**src/rtl/gpr_pkg.sv**
```systemverilog
// gpr_pkg: shared register-file address and scoreboard types
package gpr_pkg;
    localparam int REG_ADDR_WIDTH = 5;
    localparam int NUM_GPRS = 32;
    typedef logic [REG_ADDR_WIDTH-1:0] reg_addr_t;
    typedef logic [NUM_GPRS-1:0] pending_t;
endpackage

```
**src/rtl/gpr_scoreboard.sv**
```systemverilog
// gpr_scoreboard: pending-write bitmap, WAW issue stall and operand hazard lookup
module gpr_scoreboard import gpr_pkg::*; (
    input  logic clk,
    input  logic nreset,
    input  logic issue_valid,
    input  logic [REG_ADDR_WIDTH-1:0] issue_rd,
    output logic issue_ready,
    input  logic clr_en,
    input  logic [REG_ADDR_WIDTH-1:0] clr_rd,
    input  logic [REG_ADDR_WIDTH-1:0] query_rs0,
    input  logic [REG_ADDR_WIDTH-1:0] query_rs1,
    output logic hazard_0,
    output logic hazard_1
);
    pending_t pending, set_mask, clr_mask;
    always_comb begin
        clr_mask = clr_en ? pending_t'(1) << clr_rd : '0;
        issue_ready = nreset & !((issue_rd != '0) & pending[issue_rd] & !clr_mask[issue_rd]);
        set_mask = (issue_valid & issue_ready & (issue_rd != '0)) ? pending_t'(1) << issue_rd : '0;
        hazard_0 = (query_rs0 != '0) & pending[query_rs0];
        hazard_1 = (query_rs1 != '0) & pending[query_rs1];
    end
    // set is applied after clear so a same-edge re-reservation survives
    always_ff @(posedge clk or negedge nreset)
        if (!nreset) pending <= '0;
        else pending <= ((pending & ~clr_mask) | set_mask) & ~pending_t'(1);
endmodule

```
**src/rtl/gpr_writeback.sv**
```systemverilog
// gpr_writeback: mem-over-alu arbiter onto the registered GPR write port (GPR_WB_BYPASS_EN adds write-port forwarding)
module gpr_writeback import gpr_pkg::*; #(
    parameter int REG_DATA_WIDTH = 32
) (
    input  logic clk,
    input  logic nreset,
    input  logic issue_valid,
    input  logic [REG_ADDR_WIDTH-1:0] issue_rd,
    output logic issue_ready,
    input  logic alu_valid,
    input  logic [REG_ADDR_WIDTH-1:0] alu_rd,
    input  logic [REG_DATA_WIDTH-1:0] alu_data,
    output logic alu_ready,
    input  logic mem_valid,
    input  logic [REG_ADDR_WIDTH-1:0] mem_rd,
    input  logic [REG_DATA_WIDTH-1:0] mem_data,
    output logic mem_ready,
    output logic [REG_ADDR_WIDTH-1:0] write_reg,
    output logic [REG_DATA_WIDTH-1:0] din,
    output logic din_enable,
    input  logic [REG_ADDR_WIDTH-1:0] query_rs0,
    input  logic [REG_ADDR_WIDTH-1:0] query_rs1,
    output logic hazard_0,
    output logic hazard_1
`ifdef GPR_WB_BYPASS_EN
    ,
    output logic bypass_hit_0,
    output logic bypass_hit_1,
    output logic [REG_DATA_WIDTH-1:0] bypass_data_0,
    output logic [REG_DATA_WIDTH-1:0] bypass_data_1
`endif
);
    logic acc, h0, h1;
    logic [REG_ADDR_WIDTH-1:0] acc_rd;
    logic [REG_DATA_WIDTH-1:0] acc_data;
    always_comb begin
        mem_ready = nreset;
        alu_ready = nreset & !mem_valid;
        acc_rd = mem_valid ? mem_rd : alu_rd;
        acc_data = mem_valid ? mem_data : alu_data;
        acc = (mem_valid | alu_valid) & (acc_rd != '0);
    end
    always_ff @(posedge clk or negedge nreset)
        if (!nreset) begin
            write_reg <= '0;
            din <= '0;
            din_enable <= 1'b0;
        end else begin
            din_enable <= acc;
            if (acc) begin
                write_reg <= acc_rd;
                din <= acc_data;
            end
        end
    gpr_scoreboard u_sb (
        .clk(clk),
        .nreset(nreset),
        .issue_valid(issue_valid),
        .issue_rd(issue_rd),
        .issue_ready(issue_ready),
        .clr_en(din_enable),
        .clr_rd(write_reg),
        .query_rs0(query_rs0),
        .query_rs1(query_rs1),
        .hazard_0(h0),
        .hazard_1(h1)
    );
`ifdef GPR_WB_BYPASS_EN
    always_comb begin
        bypass_hit_0 = din_enable & (write_reg != '0) & (query_rs0 == write_reg);
        bypass_hit_1 = din_enable & (write_reg != '0) & (query_rs1 == write_reg);
        bypass_data_0 = bypass_hit_0 ? din : '0;
        bypass_data_1 = bypass_hit_1 ? din : '0;
        hazard_0 = h0 & !bypass_hit_0;
        hazard_1 = h1 & !bypass_hit_1;
    end
`else
    always_comb begin
        hazard_0 = h0;
        hazard_1 = h1;
    end
`endif
endmodule

```
**config.mk**
```make
export PLATFORM = sky130hd
export DESIGN_NAME = gpr_writeback
export DESIGN_NICKNAME = d
export VERILOG_FILES = /design/src/rtl/gpr_pkg.sv /design/src/rtl/gpr_scoreboard.sv /design/src/rtl/gpr_writeback.sv
export SDC_FILE = /design/constraint.sdc
export NUM_CORES = 1
export LEC_CHECK = 0
export BUFFER_PORTS_ARGS = -buffer_cell sky130_fd_sc_hd__buf_2
export CELL_PAD_IN_SITES_DETAIL_PLACEMENT = 1
export CELL_PAD_IN_SITES_GLOBAL_PLACEMENT = 1
export CORE_ASPECT_RATIO = 1.25
export CORE_MARGIN = 5
export CORE_UTILIZATION = 44
export CTS_CLUSTER_DIAMETER = 50
export DETAILED_ROUTE_END_ITERATION = 10
export PLACE_DENSITY = 0.85
export SLEW_MARGIN = 20
export SYNTH_ARGS = -nofsm -noshare
export SYNTH_HDL_FRONTEND = slang
export SYNTH_HIERARCHICAL = 1
export SYNTH_SLANG_ARGS = --single-unit
```
**constraint.sdc**
```tcl
create_clock -name clk -period 12.9 [get_ports clk]
set_input_delay 3.87 -clock clk [delete_from_list [all_inputs] [get_ports clk]]
set_output_delay 3.87 -clock clk [all_outputs]
set_load 0.005 [all_outputs]
```
---- After elaboration in Yosys (flattened, before gate mapping) ----
Cells that the tools add are included.
operators by class
  bitwise logic cells ..................... 13
  reductions and logical operators ........ 7
  mux-type cells .......................... 12
  magnitude comparators ................... 3
  shift operators ......................... 2
operator list
  kind                    number
  $mux W32                3
  $shl A1 B5 Y32 const A  2
  $and A32 B32 Y32        1
  $not A32 Y32            1
  $or A32 B32 Y32         1
  $bmux W1 S5             4
  $reduce_bool A5 Y1      4
  $lt A5 B6 Y1 const B    3
  $and A1 B1 Y1           9
  $mux W5                 1
  $mux W1                 4
  $logic_not A1 Y1        3
  $or A1 B1 Y1            1
word-level totals
  bits in registers ....................... 69
  output and inout bits ................... 43

---- Logic depth before layout (Yosys ltp) ----
  word-level depth ........................ 12
  gate-level depth with buffers ........... 7

---- Cells and area by module ----
The synthesis kept the hierarchy.
by module, submodules not included
  module          instances  sequential area each (sq um)  area each (sq um)  cells an instance
  gpr_scoreboard  1          775.7                         2414.8             227
  gpr_writeback   1          950.9                         1989.4             129

---- Worst setup path after synthesis ----
Ideal clock, no wire load.
  kind .................................... input to output
  start point ............................. input port query_rs0[0]
  end point ............................... output port hazard_0
  required time ........................... 9.030 ns
  arrival ................................. 5.554 ns
  stages .................................. 4
  slack ................................... 3.476 ns
  path through ............................ clkbuf_1 > mux4_2 > mux4_2 > mux2_2
on the way
  word-level cells in the longest chain between the ends .. 3
ends and longest elaborated chain
  what                           RTL line              source
  start, declared                gpr_writeback.sv:21   input logic [REG_ADDR_WIDTH-1:0] query_rs0,
  $bmux W1 S5                    gpr_scoreboard.sv:20  hazard_0 = (query_rs0 != '0) & pending[query_rs0];
  $mux W1 (not written as such)  gpr_scoreboard.sv:20
  $and A1 B1 Y1 (*)              gpr_scoreboard.sv:20
  end, declared                  gpr_writeback.sv:23   output logic hazard_0,
Every way passes the cells marked *; elsewhere a longest branch is shown, timed or not. The select of a mux whose other input is x is not followed.

---- Worst setup path after layout ----
  start point ............................. input port issue_rd[0]
  end point ............................... output port issue_ready
on the way
  word-level cells in the longest chain between the ends .. 6
ends and longest elaborated chain
  what                                               RTL line              source
  start, declared                                    gpr_writeback.sv:8    input logic [REG_ADDR_WIDTH-1:0] issue_rd,
  $bmux W1 S5                                        gpr_scoreboard.sv:18  issue_ready = nreset & !((issue_rd != '0) & pending[issue_rd] & !clr_mask[issue_rd]);
  $mux W1 (not written as such)                      gpr_scoreboard.sv:18
  $and A1 B1 Y1 or $logic_not A1 Y1 (tied branches)  gpr_scoreboard.sv:18
  $and A1 B1 Y1 (*)                                  gpr_scoreboard.sv:18
  $logic_not A1 Y1 (*)                               gpr_scoreboard.sv:18
  $and A1 B1 Y1 (*)                                  gpr_scoreboard.sv:18
  end, declared                                      gpr_writeback.sv:9    output logic issue_ready,
Marks and branches as above.

==> reports/qor.yml <==
synthFlopType: "dfrtp_1"
htreeDepth: 3
p_comb_frac: 0.298
fin_hold_ws_ns: 0.509
maxSlewHeadroom: 0.442
antenna_found_initial: 0
synth_edf_count: 0
p_leak_nw: 2.39
insertion_delay_ns: 0.33
min_period_over_period: 0.769
crit_type: "in -> out"
drc: 0
hold_class: "reg -> reg"
dr.max_layer_used: "met4"
overflow: 0
clkSinkCount: 69
rows: 40
placed_area_mm2: 0.00512
cp.arrival_ns: 6.06
clock.fmax_mhz: 101
cp_max_fo: 15
syn_area_mm2: 0.00440
status: "finished clean"
avgRoutedWirePerCell_um: 22.6
p_switching_uw: 262
avgSynthCellArea_um2: 12.4
nNetsFinal: 575
yosys_warnings: 6
synth_cells: 356
antenna_cells: 0
layout_commonest_cell: "buf_2"
power_density_mw_per_mm2: 153
wl_met2_um: 7060
largest_reg_flops: 32
grt_util_all_layers: 0.235
final_area_mm2: 0.00541
portBuffers: 136
drt_pre_antenna_iters: 4
ys_seq_area_frac: 0.392
finClkSkew_ns: 0.00523
grt_pass1_wl_um: 22100
drive_above_1_share: 0.533
core-area_mm2: 0.00971
num_vias: 3602
dp_hpwl_um: 10500
final_antenna_net_count: 0
worst_pin_slew_ns: 0.837
hold_viol_final: 0
peakVddDrop_mv: 0.0757
fill_cells: 1063
max_cap_viol_count: 0
first_iter_violations: 200
initial_utilization: 0.454
postCtsHoldBufs: 0
min_period_ns: 9.93
cts_tree: "built"
die_area_mm2: 0.0121
slew_violations: 0
drt_wl_total_um: 13800
synth_cell_types: 46
synth_seq_cells: 69
clk_pin_slew_ns: 0.05
routed_via_density: 5.89
cp-end-kind: "output port"
grt_setup_unrepaired: "no"
clkPwrFrac: 0.286
async_reset_ff_frac: 1.00
ios: 137
seqPwrFrac: 0.416
regArea_mm2: 0.00173
cts_resized: 0
chipHeight_um: 122
syn_nets: 450
die_x_um: 99.5
worst_setup_path_start_kind: "input port"
area_growth_pct: 22.8
post_cts_buffers: 0
clockBufferDepth: 2
layout_setup_ws_ns: 2.97
gp_congestion: 0.910
grt_pass1_vias: 4034
intPower_uw: 565
numCtsBuffers: 9
multiInputGateArea_mm2: 0.00252
cts_root_buf: "clkbuf_16"
grt_max_degree: 52
sw_frac_of_total: 0.316
wirelength_met1_um: 5330
required_ns: 9.03
setup_viol: 0
post-place-ws_ns: 2.98
final_util: 0.557
met3_length_um: 1170
layout_common_cells: "buf_2, dfrtp_1, mux2_2"
fin_tns_setup_ns: 0
-- final timing paths --
| check | startpoint | to | slack [ns] | depth (start not counted) |
|---|---|---|---|---|
| min in group asynchronous | nreset | write_reg[4]$_DFFE_PN0P_ | 3.53 | 1 |
| min reg2reg | din[28]$_DFFE_PN0P_ | din[28]$_DFFE_PN0P_ | 0.51 | 1 |
| min | din[28]$_DFFE_PN0P_ | din[28]$_DFFE_PN0P_ | 0.51 | 1 |
| max in group asynchronous | nreset | u_sb/pending[9]$_DFF_PN0_ | 8.34 | 2 |
| max reg2reg | write_reg[1]$_DFFE_PN0P_ | u_sb/pending[30]$_DFF_PN0_ | 10.71 | 5 |
| max | issue_rd[0] | issue_ready | 2.97 | 7 |
-- per-stage QoR --
step                std cells  power [mW]
floorplan                 356       0.486
global placement          596       0.573
detailed placement        596       0.590
CTS                       612       0.832
global route              612       0.870
finish                    612       0.827
-- logic make-up after synthesis --
group	synth area share
compound gates	0.126
xor+xnor	0.00796
buf+inv	0.0372
flops	0.392
mux	0.353
simple gates	0.0841
-- cells in the mapped netlist (2+ instances only) --
cell | number | area [um^2]
a211oi_1 | 2 | 15.0
a21oi_1 | 2 | 10.0
a22o_1 | 3 | 26.3
a32o_1 | 4 | 40.0
buf_2 | 4 | 20.0
buf_6 | 4 | 45.0
clkbuf_1 | 15 | 56.3
dfrtp_1 | 69 | 1730
inv_1 | 4 | 15.0
mux2_2 | 52 | 586
mux2_4 | 29 | 435
mux2i_1 | 6 | 60.1
mux4_2 | 21 | 473
nand2_1 | 19 | 71.3
nand2b_1 | 5 | 31.3
nand3_1 | 9 | 45.0
nand3b_1 | 4 | 30.0
nor2_1 | 8 | 30.0
nor2b_1 | 9 | 56.3
nor3_1 | 3 | 15.0
nor3b_1 | 4 | 30.0
o21ai_0 | 29 | 145
o22ai_1 | 2 | 12.5
o31ai_1 | 20 | 150
o41ai_1 | 4 | 35.0
or3_1 | 3 | 18.8
xnor2_1 | 3 | 26.3
-- routing by layer --
layer,GRT usage,vias up
met5,0,-
met4,0.0837,0
met3,0.0710,19
met2,0.397,176
met1,0.284,1787
li1,-,1620
-- power groups by stage --
stage	registers [mW]	clock network, mW	logic, mW
2_1_floorplan	0.310	0	0.176
3_3_place_gp	0.339	0	0.234
3_5_place_dp	0.343	0	0.247
4_1_cts	0.340	0.243	0.249
5_1_grt	0.350	0.253	0.268
6_report	0.344	0.236	0.247
-- final cells by class --
class,instances,area share
clock buffer,13,0.0444
timing repair buffer,139,0.130
multi-input combinational,258,0.466
tap,126,0.0291
inverter,4,0.00278
sequential,69,0.319
clock inverter,3,0.00856
-- worst max-delay path: stages --
cell	delay, ns
buf_2	0.29
nand2b_1	0.38
o22ai_1	0.14
or3_1	0.40
a32oi_1	0.66
a211oi_1	0.13
buf_2	0.18
Note: power is estimated with default switching activity, not from simulation.
